$ cat src/rtl/lsu_rmw_if.sv
// Pipeline-request, response and BRAM-port signals of the load/store unit.
interface lsu_rmw_if #(
    parameter int DATAW = 32,
    parameter int ADDRW = 6
);
    logic             req_valid;
    logic             req_ready;
    logic             req_we;
    logic [1:0]       req_size;
    logic             req_unsigned;
    logic [ADDRW-1:0] req_addr;
    logic [DATAW-1:0] req_wdata;
    logic             resp_valid;
    logic             resp_err;
    logic [DATAW-1:0] resp_rdata;
    logic             mem_we;
    logic [ADDRW-1:0] mem_addr;
    logic [DATAW-1:0] mem_din;
    logic [DATAW-1:0] mem_dout;

    modport slave (
        input  req_valid, req_we, req_size, req_unsigned, req_addr, req_wdata, mem_dout,
        output req_ready, resp_valid, resp_err, resp_rdata, mem_we, mem_addr, mem_din
    );

    modport master (
        output req_valid, req_we, req_size, req_unsigned, req_addr, req_wdata, mem_dout,
        input  req_ready, resp_valid, resp_err, resp_rdata, mem_we, mem_addr, mem_din
    );
endinterface

$ cat src/rtl/lsu_rmw.sv
// Byte/half/word load-store unit driving one BRAM port; sub-word stores become read-modify-write.
// Latency accept->resp: error 1, word store 2, load 3, sub-word store 4 cycles.
// One request in flight: req_ready only in IDLE; responses are a one-cycle pulse with no backpressure.
module lsu_rmw #(
    parameter int DATAW    = 32,
    parameter int ADDRW    = 6,
    parameter int WORD_LEN = 2
) (
    input  logic       clk,
    input  logic       rstn,
    lsu_rmw_if.slave   bus
);
    typedef enum logic [2:0] {S_IDLE, S_ISSUE, S_WAIT, S_WRITE, S_DONE} state_t;

    typedef struct packed {
        logic                we;
        logic [1:0]          size;
        logic                uns;
        logic [WORD_LEN-1:0] lane;
    } req_t;

    state_t           state, state_nxt;
    req_t             in_req, cur;
    logic             in_err, err_q, accept;
    logic             mem_we_nxt, mem_we_q;
    logic [ADDRW-1:0] mem_addr_q;
    logic [DATAW-1:0] mem_din_q, rd_word, merged, load_ext;
    logic [7:0]       lane_b;
    logic [15:0]      lane_h;

    assign accept      = bus.req_valid && (state == S_IDLE);
    assign in_req.we   = bus.req_we;
    assign in_req.size = bus.req_size;
    assign in_req.uns  = bus.req_unsigned;
    assign in_req.lane = bus.req_addr[WORD_LEN-1:0];
    assign in_err      = (bus.req_size == 2'b11)
                      || (bus.req_size == 2'b01 && bus.req_addr[0])
                      || (bus.req_size == 2'b10 && (|bus.req_addr[WORD_LEN-1:0]));

    always_ff @(posedge clk or negedge rstn) begin
        if (!rstn) state <= S_IDLE;
        else       state <= state_nxt;
    end

    always_comb begin
        state_nxt  = state;
        mem_we_nxt = 1'b0;
        case (state)
            S_IDLE: if (accept) begin
                state_nxt  = in_err ? S_DONE : S_ISSUE;
                mem_we_nxt = !in_err && in_req.we && (in_req.size == 2'b10);
            end
            S_ISSUE: state_nxt = (cur.we && cur.size == 2'b10) ? S_DONE : S_WAIT;
            S_WAIT: begin
                state_nxt  = cur.we ? S_WRITE : S_DONE;
                mem_we_nxt = cur.we;
            end
            S_WRITE: state_nxt = S_DONE;
            S_DONE:  state_nxt = S_IDLE;
            default: state_nxt = S_IDLE;
        endcase
    end

    // mem_din still holds the right-aligned store data until WAIT, so it doubles as the merge source.
    always_comb begin
        merged = bus.mem_dout;
        if (cur.size == 2'b00)
            merged[{cur.lane, 3'b000} +: 8] = mem_din_q[7:0];
        else if (cur.size == 2'b01)
            merged[{cur.lane[WORD_LEN-1], 4'b0000} +: 16] = mem_din_q[15:0];
    end

    always_ff @(posedge clk or negedge rstn) begin
        if (!rstn) begin
            cur        <= '0;
            err_q      <= 1'b0;
            rd_word    <= '0;
            mem_we_q   <= 1'b0;
            mem_addr_q <= '0;
            mem_din_q  <= '0;
        end else begin
            mem_we_q <= mem_we_nxt;
            if (accept) begin
                cur   <= in_req;
                err_q <= in_err;
                if (!in_err) begin
                    mem_addr_q <= bus.req_addr;
                    mem_din_q  <= bus.req_wdata;
                end
            end
            if (state == S_WAIT) begin
                rd_word <= bus.mem_dout;
                if (cur.we) mem_din_q <= merged;
            end
        end
    end

    assign lane_b = rd_word[{cur.lane, 3'b000} +: 8];
    assign lane_h = rd_word[{cur.lane[WORD_LEN-1], 4'b0000} +: 16];

    always_comb begin
        case (cur.size)
            2'b00:   load_ext = {{(DATAW-8){!cur.uns && lane_b[7]}}, lane_b};
            2'b01:   load_ext = {{(DATAW-16){!cur.uns && lane_h[15]}}, lane_h};
            default: load_ext = rd_word;
        endcase
    end

    always_comb begin
        bus.req_ready  = (state == S_IDLE);
        bus.resp_valid = (state == S_DONE);
        bus.resp_err   = (state == S_DONE) && err_q;
        bus.resp_rdata = '0;
        if (state == S_DONE && !err_q && !cur.we)
            bus.resp_rdata = load_ext;
    end

    assign bus.mem_we   = mem_we_q;
    assign bus.mem_addr = mem_addr_q;
    assign bus.mem_din  = mem_din_q;
endmodule

$ cat src/flat_wrapper.sv
// flat-port wrapper written by rule: the top's interface ports become plain ports
module lsu_rmw_flat 
#(
    parameter int DATAW    = 32,
    parameter int ADDRW    = 6,
    parameter int WORD_LEN = 2
)
  (clk, rstn, bus_req_valid, bus_req_we, bus_req_size, bus_req_unsigned, bus_req_addr, bus_req_wdata, bus_mem_dout, bus_req_ready, bus_resp_valid, bus_resp_err, bus_resp_rdata, bus_mem_we, bus_mem_addr, bus_mem_din);
  lsu_rmw_if #(.DATAW(DATAW), .ADDRW(ADDRW)) bus_i ();
  input  logic clk;
  input  logic rstn;
  input wire logic [$bits(bus_i.req_valid)-1:0] bus_req_valid;
  input wire logic [$bits(bus_i.req_we)-1:0] bus_req_we;
  input wire logic [$bits(bus_i.req_size)-1:0] bus_req_size;
  input wire logic [$bits(bus_i.req_unsigned)-1:0] bus_req_unsigned;
  input wire logic [$bits(bus_i.req_addr)-1:0] bus_req_addr;
  input wire logic [$bits(bus_i.req_wdata)-1:0] bus_req_wdata;
  input wire logic [$bits(bus_i.mem_dout)-1:0] bus_mem_dout;
  output wire logic [$bits(bus_i.req_ready)-1:0] bus_req_ready;
  output wire logic [$bits(bus_i.resp_valid)-1:0] bus_resp_valid;
  output wire logic [$bits(bus_i.resp_err)-1:0] bus_resp_err;
  output wire logic [$bits(bus_i.resp_rdata)-1:0] bus_resp_rdata;
  output wire logic [$bits(bus_i.mem_we)-1:0] bus_mem_we;
  output wire logic [$bits(bus_i.mem_addr)-1:0] bus_mem_addr;
  output wire logic [$bits(bus_i.mem_din)-1:0] bus_mem_din;
  assign bus_i.req_valid = bus_req_valid;
  assign bus_i.req_we = bus_req_we;
  assign bus_i.req_size = bus_req_size;
  assign bus_i.req_unsigned = bus_req_unsigned;
  assign bus_i.req_addr = bus_req_addr;
  assign bus_i.req_wdata = bus_req_wdata;
  assign bus_i.mem_dout = bus_mem_dout;
  assign bus_req_ready = bus_i.req_ready;
  assign bus_resp_valid = bus_i.resp_valid;
  assign bus_resp_err = bus_i.resp_err;
  assign bus_resp_rdata = bus_i.resp_rdata;
  assign bus_mem_we = bus_i.mem_we;
  assign bus_mem_addr = bus_i.mem_addr;
  assign bus_mem_din = bus_i.mem_din;
  lsu_rmw #(.DATAW(DATAW), .ADDRW(ADDRW), .WORD_LEN(WORD_LEN)) u_core (.clk(clk), .rstn(rstn), .bus(bus_i));
endmodule
$ cat config.mk
export PLATFORM = sky130hd
export DESIGN_NAME = lsu_rmw_flat
export DESIGN_NICKNAME = d
export VERILOG_FILES = /design/src/rtl/lsu_rmw_if.sv /design/src/rtl/lsu_rmw.sv /design/src/flat_wrapper.sv
export SDC_FILE = /design/constraint.sdc
export NUM_CORES = 1
export LEC_CHECK = 0
export CAP_MARGIN = 10
export CORE_AREA = 3 3 142 103
export CTS_CLUSTER_DIAMETER = 60
export DETAILED_ROUTE_END_ITERATION = 12
export DIE_AREA = 0 0 145 106
export GPL_TIMING_DRIVEN = 0
export PLACE_DENSITY = 0.64
export SLEW_MARGIN = 20
export SYNTH_ARGS = -nofsm -noshare
export SYNTH_HDL_FRONTEND = slang
export SYNTH_SLANG_ARGS = --single-unit
$ cat constraint.sdc
create_clock -name clk -period 4.8 [get_ports clk]
set_input_delay 1.44 -clock clk [delete_from_list [all_inputs] [get_ports clk]]
set_output_delay 1.44 -clock clk [all_outputs]
set_load 0.03 [all_outputs]
# After elaboration in Yosys (flattened, before gate mapping)
# Index checks and enable logic that the tools add are counted.
op_classes:
  addsub: 2
  n_eq_ne: 10
  shifts: 6
  n_mux: 17
  bitwise_logic: 1
  n_reduce_logical: 21
ops:
  columns: ["operator", "count"]
  rows:
  - ["two-way mux 32 bit", 7]
  - ["bitwise mux 32 bit", 2]
  - ["one-hot mux 32 bit (2 select lines)", 1]
  - ["variable shift 16 x 7 -> 32 bit (first input constant)", 1]
  - ["variable shift 8 x 7 -> 32 bit (first input constant)", 1]
  - ["variable part select 16 x 7 -> 32 bit", 1]
  - ["variable part select 32 x 6 -> 16 bit", 1]
  - ["variable part select 32 x 6 -> 8 bit", 1]
  - ["variable part select 8 x 7 -> 32 bit", 1]
  - ["negation 5 -> 7 bit", 2]
  - ["two-way mux 3 bit", 4]
  - ["one-hot mux 3 bit (4 select lines)", 1]
  - ["logical AND 1 bit", 11]
  - ["== test 2 bit (second input constant)", 3]
  - ["== test 3 x 2 -> 1 bit (second input constant)", 2]
  - ["== test 2 x 1 -> 1 bit (second input constant)", 2]
  - ["logical NOT 1 bit", 4]
  - ["== test 3 x 1 -> 1 bit (second input constant)", 1]
  - ["== test 3 bit (second input constant)", 1]
  - ["logical NOT 3 bit", 1]
  - ["logical NOT 2 bit", 1]
  - ["logical OR 1 bit", 2]
  - ["!= test 2 x 1 -> 1 bit (second input constant)", 1]
  - ["one-hot mux 1 bit (2 select lines)", 1]
  - ["other kinds (4)", 4]
totals:
  regBits: 81
  input_bits: 77
  out_inout_bits: 74
  wordCells: 67

# Logic depth before layout (Yosys ltp)
# Gate-level depths: netlist of run 1.
depth:
  ltp_word: 9
  ltp_mapped: 8
  ltp_nobuf: 6

# Worst setup path before layout of run 1
# OpenSTA, ideal clock, no wires.
synth_path:
  path_kind: "reg-to-output"
  from: "register u_core.state[0]"
  to: "output port bus_resp_rdata[21]"
  arrival_ns: 2.301
  required_ns: 3.360
  slack_ns: 1.059
  stages_incl_launch_ff: 7
  n_path_buf: 2
  cell_sequence: "dfrtp_1 buf_6 nor3b_2 nand2_1 a221o_1 buf_2 a21oi_1"
synth_via:
  elab_chain_len: 4
synth_rtl:
  columns: ["item", "line_no", "rtl"]
  rows:
  - ["start, declared", "lsu_rmw.sv:22", "state_t state, state_nxt;"]
  - ["start signal, assigned", "lsu_rmw.sv:42", "else state <= state_nxt;"]
  - ["== test 3 bit", null, null]
  - ["via bus_resp_valid", "flat_wrapper.sv:20", "output wire logic [$bits(bus_i.resp_valid)-1:0] bus_resp_valid;"]
  - ["logical AND 1 bit (2 in a row)", "lsu_rmw.sv:114", "if (state == S_DONE && !err_q && !cur.we)"]
  - ["two-way mux 32 bit", "lsu_rmw.sv:114", null]
  - ["end, declared", "flat_wrapper.sv:22", "output wire logic [$bits(bus_i.resp_rdata)-1:0] bus_resp_rdata;"]
# The timed path passes the listed nets, and every way through them passes these cells.

# Worst setup path after layout of run 1
layout_path:
  from: "register u_core.cur[4] in the netlist's numbering"
  to: "output port bus_resp_rdata[7]"
layout_via:
  elab_chain_len: 3
  elab_cells_between_ends: 4
  classes_between: "eq/ne (1); mux (2); reduce/logical (1)"
layout_rtl:
  columns: ["item", "line_no", "rtl"]
  rows:
  - ["start, declared", "lsu_rmw.sv:23", "req_t in_req, cur;"]
  - ["start signal, assigned", "lsu_rmw.sv:84", "cur <= in_req;"]
  - ["== test 2 x 1 -> 1 bit / logical NOT 2 bit (equally long branches)", "lsu_rmw.sv:102", "case (cur.size)"]
  - ["one-hot mux 32 bit (2 select lines) (*)", "lsu_rmw.sv:102", null]
  - ["two-way mux 32 bit (*)", "lsu_rmw.sv:114", null]
# Every way passes the cells marked *; elsewhere a longest branch is shown, timed or not.

==> flow_metrics.tcl, run 1 <==
set metrics [dict create \
    min_period_ns 4.599 \
    p_per_area_nw_per_um2 674.9 \
    die_h_um 106 \
    numPortBuffers 150 \
    synthesis.area_um2 4608 \
    met3WireLength_um 1357 \
    final_common_cell "clkdlybuf4s50_1" \
    cp.arrival_ns 3.16 \
    required_ns 3.36 \
    cts_resized 0 \
    critPathLaunchType "flop" \
    synth_nets 525 \
    initial_core_util_pct 34.96 \
    grt_max_degree 42 \
    placed_area_um2 6359 \
    ys_warn_count 0 \
    grtUsageTotal_pct 21.50 \
    cts_setup_buffers 0 \
    grt_overflow_total 0 \
    cts_tree "built" \
    routed_wl_um 16800 \
    fin_nets 687 \
    synth_cell_type_count 46 \
    path_max_fanout 10 \
    netlist.area_leader.share_pct 43.99 \
    min_path_type "reg -> reg" \
    crit_path_end_kind "primary output" \
    synth_area_leaders "dfrtp_1 (44%), mux2_2 (6.4%), a21oi_1 (4.8%)" \
    finalHoldViolCount 0 \
    async_flop_share_pct 100.0 \
    met1Wirelength_um 8150 \
    wire_per_inst_um 21.16 \
    place_ws_ns 0.6833 \
    syn_avg_cell_area_um2 10.40 \
    area_growth_pct 44.09 \
    cts_hold_buf 0 \
    numCtsBuffers 9 \
    design_area_um2 6640 \
    drive_gt1_share_pct 13.30 \
    drt-pass1-iter-count 6 \
    drtAntennaViolNets 0 \
    rows 35 \
    rsz0062_at_grt "false" \
    worst_pin_slew_ns 0.7648 \
    dieArea_um2 15370 \
    outcome "finished, final reports clean" \
    dr_wl_met2_um 7071 \
    core_um2 13180 \
    final_cell_count_no_fill 794 \
    max_slew_margin_pct 49.01 \
    fin_hold_ws_ns 0.5106 \
    maxCapViolations 0 \
    dp_hpwl_um 13120 \
    ir_worst_vdd_mv 0.2075 \
    synth-seq-area-share_pct 43.99 \
    antenna_cells 0 \
    antenna_found_initial 0 \
    fillers 1192 \
    vias_per_cell 5.462 \
    clk_pin_slew_ns 0.06 \
    synth_top_cell_by_area "dfrtp_1" \
    drt_iter0_markers 451 \
    max_freq_ghz 0.2175 \
    place_congestion 0.8948 \
    grt_pass1_wl_um 25770 \
    first_global_vias 4436 \
    final_cell_mix "clkdlybuf4s50_1 (149), dfrtp_1 (81), a21oi_1 (44), o21ai_0 (30), nand2_1 (28)" \
    clock_sinks 81 \
    final-max-slew-violation-count 0 \
    clk_latency_ns 0.34 \
    dp_cells 779 \
    top_layer_used "met4" \
    synth_cells 443 \
    num_vias 4337 \
    leakagePower_nw 2.719 \
    cts_max_level 3 \
    die_x_um 145 \
    setup_slack_ns 0.2014 \
    synth-main-ff-cell "dfrtp_1" \
    finalSetupViolCount 0 \
    drc 0 \
    crit_type "reg -> out" \
    synth-edff-count 0 \
    final_core_util_pct 50.37 \
    period_share_pct 95.80 \
    ys_ff_latch 81 \
    io_pins 151 \
    clock_path_buffers 2 \
    cts-root-buf "clkbuf_16" \
    skew_ns 0.004714 \
]
## layout make-up
cell class                 instances  area, µm²  area share, %
multi-input combinational        304       2327          35.05
sequential                        81       2027          30.53
timing repair buffer             151       1519          22.88
clock buffer                      12      266.5          4.014
tap                              185      231.5          3.486
buffer                            35      167.7          2.525
inverter                          23      86.33          1.300
clock inverter                     3      15.01         0.2261
## sequential cells by signal, summed over array words and instances (netlist names)
| signal | flops |
|---|---|
| u_core.rd_word | 32 |
| u_core.cur | 6 |
| u_core.bus.mem_din | 32 |
| u_core.err_q | 1 |
| u_core.state | 3 |
| u_core.bus.mem_addr | 6 |
| u_core.bus.mem_we | 1 |
## worst paths after layout
check,startpoint,end,slack (ns),depth (start not counted)
min in group asynchronous,rstn,u_core.rd_word[22],1.08,1
max reg2reg,u_core.cur[1],u_core.bus.mem_din[29],2.26,8
min reg2reg,u_core.bus.mem_addr[3],u_core.bus.mem_addr[3],0.51,1
min,u_core.bus.mem_addr[3],u_core.bus.mem_addr[3],0.51,1
max,u_core.cur[4],bus_resp_rdata[7],0.20,6
max in group asynchronous,rstn,u_core.bus.mem_din[26],3.11,2
## worst max-delay path: stages, from the launching register on
cell,delay (ns)
dfrtp_1,0.41
clkbuf_1,0.29
clkbuf_1,0.35
a21oi_1,0.49
o22ai_1,0.14
nor3_1,0.37
clkdlybuf4s50_1,0.75
## synthesized netlist by cell type (all sizes together) (2+ instances only)
master    n
a21oi    44
a221o    17
a221oi   10
a222oi    3
a22o      8
a22oi     7
a31oi     8
and3      2
buf      15
clkbuf   20
dfrtp    81
ha        5
inv      22
mux2     34
mux2i    19
mux4      5
nand2    28
nand2b    9
nand3b    5
nor2     21
nor2b     2
nor3      7
nor3b    10
nor4b     2
o21ai    31
o221a     8
o22ai     6
o2bb2ai   3
o41ai     2
## routing by layer
layer	vias up	global-route usage [%]
met5	-	0
met4	0	4.881
met3	22	6.519
met2	225	31.16
met1	2107	31.47
li1	1983	-
## power breakdown
part | total [mW] | leakage, nW | internal [mW] | switching (mW)
Combinational | 2.49 | 1.61 | 1.09 | 1.40
Sequential | 1.34 | 0.962 | 1.03 | 0.313
Clock | 0.652 | 0.144 | 0.387 | 0.265
## through the flow
stage	total power, mW	TNS, ns
4_1_cts	4.472	0
3_3_place_gp	3.744	-48.94
6_report	4.481	0
3_5_place_dp	3.805	0
2_1_floorplan	2.870	0
5_1_grt	4.730	0
## cells by family (layout without fill, tap and decap cells)
group                    after synthesis  after routing  share of synthesized area, %
AO/OA/AOI/OAI                        150            150                         22.78
adder cells (fa/ha/maj)                5              5                         1.358
buffers and inverters                 58            224                         5.512
flip-flops                            81             81                         43.99
multiplexers                          58             58                         15.53
AND/OR/NAND/NOR                       91             91                         10.83
Power figures use the tool's default switching activity.
==> run 2, diff against run 1 <==
--- a/config.mk
+++ b/config.mk
@@ -6,10 +6,11 @@
 export NUM_CORES = 1
 export LEC_CHECK = 0
 export CAP_MARGIN = 10
-export CORE_AREA = 3 3 142 103
+export CORE_AREA = 2 2 141 102
 export CTS_CLUSTER_DIAMETER = 60
+export CTS_CLUSTER_SIZE = 30
 export DETAILED_ROUTE_END_ITERATION = 12
-export DIE_AREA = 0 0 145 106
+export DIE_AREA = 0 0 143 104
 export GPL_TIMING_DRIVEN = 0
 export PLACE_DENSITY = 0.64
 export SLEW_MARGIN = 20
==> flow_metrics.tcl, run 2 (synthesis results as in run 1) <==
set metrics [dict create \
    skew_ns 0.007929 \
    finalSetupViolCount 0 \
    worst_path_largest_cell_delay_ns 0.76 \
    path_max_fanout 10 \
    crit_type "reg -> out" \
    io_pins 151 \
    die_x_um 143 \
    rows 36 \
    grtUsageTotal_pct 22.27 \
    placed_area_um2 6365 \
    dieArea_um2 14870 \
    drt_iter0_markers 337 \
    cp.arrival_ns 3.19 \
    first_global_vias 4287 \
    fin_nets 687 \
    path_delay_family "buffers and inverters" \
    max_slew_margin_pct 49.23 \
    ir_worst_vdd_mv 0.2292 \
    grt_pass1_wl_um 25010 \
    design_area_um2 6663 \
    outcome "finished, final reports clean" \
    rsz0062_at_grt "false" \
    die_h_um 104 \
    min_path_type "reg -> reg" \
    numPortBuffers 150 \
    cts_hold_buf 0 \
    crit_path_end_kind "primary output" \
    core_um2 13560 \
    min_period_ns 4.629 \
    slowest_stage "clkdlybuf4s50_1" \
    clock_path_buffers 2 \
    finalHoldViolCount 0 \
    drc 0 \
    cts-root-buf "clkbuf_16" \
    clk_latency_ns 0.35 \
    wire_per_inst_um 20.73 \
    worst_pin_slew_ns 0.7616 \
    final-max-slew-violation-count 0 \
    maxCapViolations 0 \
    clock_sinks 81 \
    numCtsBuffers 9 \
    leakagePower_nw 2.716 \
    cts_setup_buffers 0 \
    cts_max_level 3 \
    max_freq_ghz 0.2160 \
    num_vias 4305 \
    dp_hpwl_um 12940 \
    antenna_found_initial 0 \
    cts_tree "built" \
    routed_wl_um 16580 \
    critPathLaunchType "flop" \
    place_congestion 0.8953 \
    final_cell_mix "clkdlybuf4s50_1 (149), dfrtp_1 (81), a21oi_1 (44), o21ai_0 (30), nand2_1 (28)" \
    drtAntennaViolNets 0 \
    path_common_cell "clkbuf_1" \
    antenna_cells 0 \
    p_per_area_nw_per_um2 679.2 \
    grt_max_degree 43 \
    final_common_cell "clkdlybuf4s50_1" \
    crit_chain "clkbuf_1, clkbuf_1, a21oi_1, o22ai_1, nor3_1, clkdlybuf4s50_1" \
    drive_gt1_share_pct 13.28 \
    cp_num_buf_inv 3 \
    required_ns 3.36 \
    clk_pin_slew_ns 0.06 \
    initial_core_util_pct 33.99 \
    area_growth_pct 44.58 \
    grt_overflow_total 0 \
    cts_resized 0 \
    vias_per_cell 5.381 \
    finalPower_mw 4.526 \
    period_share_pct 96.43 \
    drt-pass1-iter-count 5 \
]
==> run 2: final cells by class <==
class / instances / area [µm²]
flip-flops and latches: 81 / 2027
well taps: 190 / 237.7
clock inverters: 5 / 55.05
plain buffers: 35 / 167.7
multi-input cells: 304 / 2327
clock buffers: 11 / 242.7
inverters: 23 / 86.33
fillers: 1264 / 6895
repair buffers: 151 / 1519
==> run 2: where the power goes <==
| group | internal, mW | switching [mW] | total (mW) |
|---|---|---|---|
| sequential | 1.03 | 0.314 | 1.34 |
| clock | 0.415 | 0.285 | 0.700 |
| combinational | 1.09 | 1.40 | 2.48 |
| total | 2.53 | 1.99 | 4.53 |
==> run 2: layer usage <==
metal | vias up | track usage, % | part of all wire, %
met5 | - | 0 | 0
met4 | 0 | 5.728 | 1.6
met3 | 22 | 6.215 | 7.8
met2 | 201 | 32.13 | 42
met1 | 2098 | 32.72 | 48
li1 | 1984 | - | -
==> run 2: final timing paths <==
check | startpoint | endpoint | slack, ns | cells after the start
max | u_core.cur[4] | bus_resp_rdata[7] | 0.17 | 6
min | u_core.bus.mem_addr[2] | u_core.bus.mem_addr[2] | 0.51 | 1
max reg2reg | u_core.cur[1] | u_core.bus.mem_din[30] | 2.25 | 8
min reg2reg | u_core.bus.mem_addr[2] | u_core.bus.mem_addr[2] | 0.51 | 1
max in group asynchronous | rstn | u_core.bus.mem_addr[2] | 3.12 | 2
min in group asynchronous | rstn | u_core.rd_word[28] | 1.06 | 1
==> run 2: through the flow <==
stage          TNS [ns]  worst slack, ns  utilization [%]  std cells  hold slack (ns)
4_1_cts               0           0.2676            49.14        800           0.5122
5_1_grt               0           0.1052            49.14        800           0.5341
3_3_place_gp     -49.49          -0.6176            46.82        783           0.4854
6_report              0           0.1712            49.14        800           0.5078
3_5_place_dp          0           0.6560            46.95        784           0.4988
2_1_floorplan         0            1.059                -        443           0.4814
